File: config.mk
export PLATFORM = sky130hd
export DESIGN_NAME = cmp_scheduler
export DESIGN_NICKNAME = d
export VERILOG_FILES = /design/src/rtl/cmp_pkg.sv /design/src/rtl/rr_arbiter.sv /design/src/rtl/cmp_scheduler.sv
export SDC_FILE = /design/constraint.sdc
export NUM_CORES = 1
export LEC_CHECK = 0
export ABC_AREA = 1
export BUFFER_PORTS_ARGS = -buffer_cell sky130_fd_sc_hd__buf_4
export CAP_MARGIN = 20
export CORE_MARGIN = 3
export CORE_UTILIZATION = 38
export DETAILED_ROUTE_END_ITERATION = 6
export PLACE_DENSITY = 0.66
export SKIP_CTS_REPAIR_TIMING = 1
export SLEW_MARGIN = 20
export SYNTH_ARGS = -nofsm -noshare
export SYNTH_HDL_FRONTEND = slang
export SYNTH_SLANG_ARGS = --single-unit
export TNS_END_PERCENT = 100
File: constraint.sdc
create_clock -name clk -period 4.05 [get_ports clk]
set_clock_uncertainty 0.1 [all_clocks]
set_input_delay 0.6075 -clock clk [delete_from_list [all_inputs] [get_ports clk]]
set_output_delay 0.6075 -clock clk [all_outputs]
set_load 0.005 [all_outputs]
File: src/rtl/cmp_pkg.sv
// Shared encodings and FSM state type for the serial compare scheduler.
// Result codes are one-hot {GT, EQ, LT}.
package cmp_pkg;

  localparam logic [2:0] RES_GT = 3'b100;
  localparam logic [2:0] RES_EQ = 3'b010;
  localparam logic [2:0] RES_LT = 3'b001;

  typedef enum logic [1:0] {
    ST_IDLE = 2'd0,
    ST_SCAN = 2'd1,
    ST_DONE = 2'd2
  } state_t;

  // Only meaningful when the two bits differ: the side holding the 1 is larger.
  function automatic logic [2:0] bit_result(input logic a_bit, input logic b_bit);
    logic [2:0] res;
    res = RES_LT;
    if (a_bit && !b_bit) res = RES_GT;
    return res;
  endfunction

endpackage

File: src/rtl/rr_arbiter.sv
// Round-robin grant: first asserted request found scanning upward from ptr,
// wrapping from N-1 to 0. Output is one-hot, or zero when nothing is requested.
module rr_arbiter #(
  parameter int N  = 4,
  parameter int PW = 2
) (
  input  logic [N-1:0]  req,
  input  logic [PW-1:0] ptr,
  output logic [N-1:0]  grant
);

  logic found;
  int   j;

  always_comb begin
    grant = '0;
    found = 1'b0;
    j     = 0;
    for (int k = 0; k < N; k++) begin
      j = int'(ptr) + k;
      if (j >= N) j = j - N;
      if (!found && req[j]) begin
        grant[j] = 1'b1;
        found    = 1'b1;
      end
    end
  end

endmodule

File: src/rtl/cmp_scheduler.sv
// Round-robin scheduler in front of a bit-serial magnitude comparator.
// One request is compared MSB-first, one bit per cycle, then held until consumed.
module cmp_scheduler
  import cmp_pkg::*;
#(
  parameter int N = 4,
  parameter int W = 4
) (
  input  logic                 clk,
  input  logic                 rst_n,
  input  logic [N-1:0]         req_valid,
  input  logic [N*W-1:0]       req_a,
  input  logic [N*W-1:0]       req_b,
  output logic [N-1:0]         req_ready,
  output logic                 resp_valid,
  input  logic                 resp_ready,
  output logic [$clog2(N)-1:0] resp_id,
  output logic [2:0]           resp_y,
  output logic                 busy
);

  localparam int IDW = $clog2(N);
  localparam int IXW = $clog2(W);

  state_t         state, state_d;
  logic [IDW-1:0] ptr, ptr_d;
  logic [IDW-1:0] id_q, id_d;
  logic [IDW-1:0] gid;
  logic [IXW-1:0] idx, idx_d;
  logic [2:0]     y_q, y_d;
  logic [W-1:0]   a_q, b_q;
  logic [W-1:0]   a_sel, b_sel;
  logic [N-1:0]   grant;
  logic           idle_live;
  logic           hs;
  logic           a_bit, b_bit;

  rr_arbiter #(
    .N  (N),
    .PW (IDW)
  ) u_arb (
    .req   (req_valid),
    .ptr   (ptr),
    .grant (grant)
  );

  // Grants are suppressed while reset is held so nothing can handshake then.
  assign idle_live = (state == ST_IDLE) && rst_n;
  assign req_ready = idle_live ? grant : '0;
  assign hs        = idle_live && (|req_valid);

  always_comb begin
    gid = '0;
    for (int k = 0; k < N; k++) begin
      if (grant[k]) gid = IDW'(k);
    end
  end

  assign a_sel = req_a[int'(gid)*W +: W];
  assign b_sel = req_b[int'(gid)*W +: W];
  assign a_bit = a_q[idx];
  assign b_bit = b_q[idx];

  always_comb begin
    state_d = state;
    ptr_d   = ptr;
    idx_d   = idx;
    id_d    = id_q;
    y_d     = y_q;
    case (state)
      ST_IDLE: begin
        if (hs) begin
          id_d    = gid;
          ptr_d   = (gid == IDW'(N-1)) ? '0 : gid + 1'b1;
          idx_d   = IXW'(W-1);
          state_d = ST_SCAN;
        end
      end
      ST_SCAN: begin
        if (a_bit != b_bit) begin
          y_d     = bit_result(a_bit, b_bit);
          state_d = ST_DONE;
        end else if (idx == '0) begin
          y_d     = RES_EQ;
          state_d = ST_DONE;
        end else begin
          idx_d = idx - IXW'(1);
        end
      end
      ST_DONE: begin
        if (resp_ready) state_d = ST_IDLE;
      end
      default: state_d = ST_IDLE;
    endcase
  end

  always_ff @(posedge clk or negedge rst_n) begin
    if (!rst_n) begin
      state <= ST_IDLE;
      ptr   <= '0;
      idx   <= IXW'(W-1);
      id_q  <= '0;
      y_q   <= '0;
    end else begin
      state <= state_d;
      ptr   <= ptr_d;
      idx   <= idx_d;
      id_q  <= id_d;
      y_q   <= y_d;
    end
  end

  // Operands are pure data: only ever read after a handshake has loaded them.
  always_ff @(posedge clk) begin
    if (hs) begin
      a_q <= a_sel;
      b_q <= b_sel;
    end
  end

  assign resp_valid = (state == ST_DONE);
  assign resp_id    = id_q;
  assign resp_y     = y_q;
  assign busy       = (state != ST_IDLE);

endmodule

==> results.json <==
{
  "core-area_um2": 4120,
  "cp_slowest_cell": "sky130_fd_sc_hd__dfrtp_1",
  "critPathLaunchType": "flop",
  "antenna-diode-count": 0,
  "cells_traversed_along_the_worst_timing_path": "inv_1 -> ha_1 -> inv_1 -> nand3_1 -> nand2_1 -> nand2_4 -> nor2_4 -> nand2_2 -> nand2_2 -> nor2_8 -> nor2_1 -> buf_4",
  "die_area_um2": 5180,
  "grt_antenna_before_repair": 0,
  "fraction_of_final_layout_cells_sized_beyond_drive_strength_1": 0.271,
  "io_pins": 50,
  "area.growth.synth_to_final_pct": 28.6,
  "routed_wirelength_um": 3860,
  "cts_tree": "built",
  "std_cell_rows": 23,
  "worstMarginPinSlew_ns": 0.562,
  "critical_path.top_delay_family": "simple AND/OR/NAND/NOR gates",
  "initialDrtViolationCount": 69,
  "total_leakage_power_uw": 0.00117,
  "path_depth": 12,
  "first_global_vias": 1462,
  "finalSetupTns_ns": 0,
  "clkSlewWorstSetupHoldPaths_ns": 0.07,
  "vias": 1616,
  "cts-htree-levels": 1,
  "power.ir.vdd_worst_v": 0.000404,
  "final_cell_mix": "72 x sky130_fd_sc_hd__nand2_1, 50 x sky130_fd_sc_hd__buf_4, 38 x sky130_fd_sc_hd__nor2_1",
  "detailed_place.area_um2": 2080,
  "design_area_um2": 2130,
  "final_common_cell": "sky130_fd_sc_hd__nand2_1",
  "grt_start_max_net_pins": 20,
  "avgViaCountPerCell": 4.73,
  "chipWidth_um": 72,
  "yosys_register_bits": 19,
  "ant_nets": 0,
  "cp.arrival_ns": 2.34,
  "class_of_the_most_critical_hold_timing_path": "input port to async pin",
  "initial_utilization": 0.402,
  "r2r.worst_path.cells": 14,
  "root_cell_of_the_clock_tree": "sky130_fd_sc_hd__clkbuf_8",
  "place.port_buffers": 49,
  "p_per_area_nw_per_um2": 899,
  "syn-mean-instance-area_um2": 6.93,
  "report.final.hold_viol_count": 0,
  "sink_count_of_the_clock_tree": 19,
  "power.total_uw": 1910,
  "synth_edf_count": 8,
  "die_y_um": 72,
  "global_route.usage.total": 0.152,
  "ys.flop_type": "sky130_fd_sc_hd__dfrtp_1",
  "worst_path_largest_cell_delay_ns": 0.49,
  "final-max-slew-violation-count": 0,
  "dp_cells": 338,
  "gr_ovfl_total": 0,
  "routedWlPerCell_um": 11.3,
  "post_synth_instance_area_um2": 1660,
  "syn-num-nets": 288,
  "finalWeightedCongestion": 0.840,
  "relSlewSlack": 0.622,
  "path_max_fanout": 19,
  "yosys_warnings": 0,
  "post-route-period-util": 0.752,
  "worstSetupStartpoint": "ptr[1]",
  "dp_hpwl_um": 3160,
  "fraction_of_the_yosys_area_taken_by_sequential_cells": 0.313,
  "cp.buffers_inverters": 3,
  "synth_cell_types": 28,
  "postSynth.asyncResetShare": 0.579,
  "design.final.nets": 342,
  "finish.cell_count_without_fillers": 342,
  "r2r-start": "ptr[1]",
  "finalSetupViolCount": 0,
  "setup.worst_path.class": "flop to primary output",
  "period_needed_ns": 3.05,
  "drt_pre_antenna_iters": 4,
  "worstPathRequired_ns": 3.34,
  "worstSkewPairLatency_ns": 0.25,
  "max_cap_violations": 0,
  "critical_path.endpoint_type": "primary output",
  "outcome": "complete, no violations",
  "grt_pass1_wl_um": 6330,
  "final_hold_slack_ns": 0.0770,
  "grt_setup_unrepaired": "no",
  "max_freq_ghz": 0.328,
  "tritoncts.num_buffers": 3,
  "syn-instance-count": 239,
  "deepest_clock_path_buffer_count": 2,
  "drc": 0
}
cell usage after synthesis, drive strengths merged, types with 2 or more instances:
cell type | count | area, um2
a21oi | 2 | 10.0
a31oi | 2 | 12.5
a32oi | 2 | 17.5
dfrtp | 9 | 225
dfstp | 2 | 52.6
edfxtp | 8 | 240
ha | 10 | 125
inv | 36 | 135
mux2 | 2 | 22.5
nand2 | 81 | 347
nand3 | 27 | 165
nor2 | 44 | 214
o211ai | 2 | 15.0
o21ai | 6 | 30.0
report_power, final:
part           internal, uW  total [uW]  switching [uW]
registers               356         416            59.8
logic                   499        1370             870
clock network          68.3         128            59.9
total                   923        1910             989
state kept, by name, summed over array words and instances (netlist names):
name,flops
a_q,4
b_q,4
idx,2
ptr,2
resp_id,2
resp_y,3
state,2
layer usage:
metal	share of wire	GRT usage	vias to the layer above
li1	-	-	857
met2	0.47	0.252	32
met1	0.48	0.203	723
met3	0.034	0.0139	4
met5	0	0	-
met4	0.016	0.0626	0
stage by stage:
step | util | worst slack [ns]
after floorplan | - | 1.51
after global placement | 0.506 | 1.36
after detailed placement | 0.506 | 1.29
after CTS | 0.517 | 0.999
after global routing | 0.517 | 0.832
final | 0.517 | 1.00
path summary, 6_finish.rpt:
path / end / slack (ns)
max: req_ready[3] / 1.00
min: resp_y[0] / 0.08
max reg2reg: b_q[2] / 1.37
min reg2reg: resp_y[1] / 0.39
max in group asynchronous: idx[1] / 3.55
min in group clk: resp_y[1] / 0.39
cells by family after synthesis:
group / count (synthesis) / share of synthesized area
AOI/OAI and AO/OA: 17 / 0.0658
adders and majority gates: 10 / 0.0756
buffers and inverters: 38 / 0.0907
DFF: 19 / 0.313
muxes: 2 / 0.0136
and+or+nand+nor: 153 / 0.441
area by class of cell:
| cell class | count | area [um2] |
|---|---|---|
| well taps | 50 | 62.6 |
| clock buffers | 3 | 41.3 |
| inverters | 37 | 139 |
| multi-input cells | 182 | 987 |
| clock inverters | 1 | 5.00 |
| flip-flops and latches | 19 | 518 |
| repair buffers | 50 | 375 |
| fillers | 421 | 1990 |
Power figures use the tool's default switching activity.
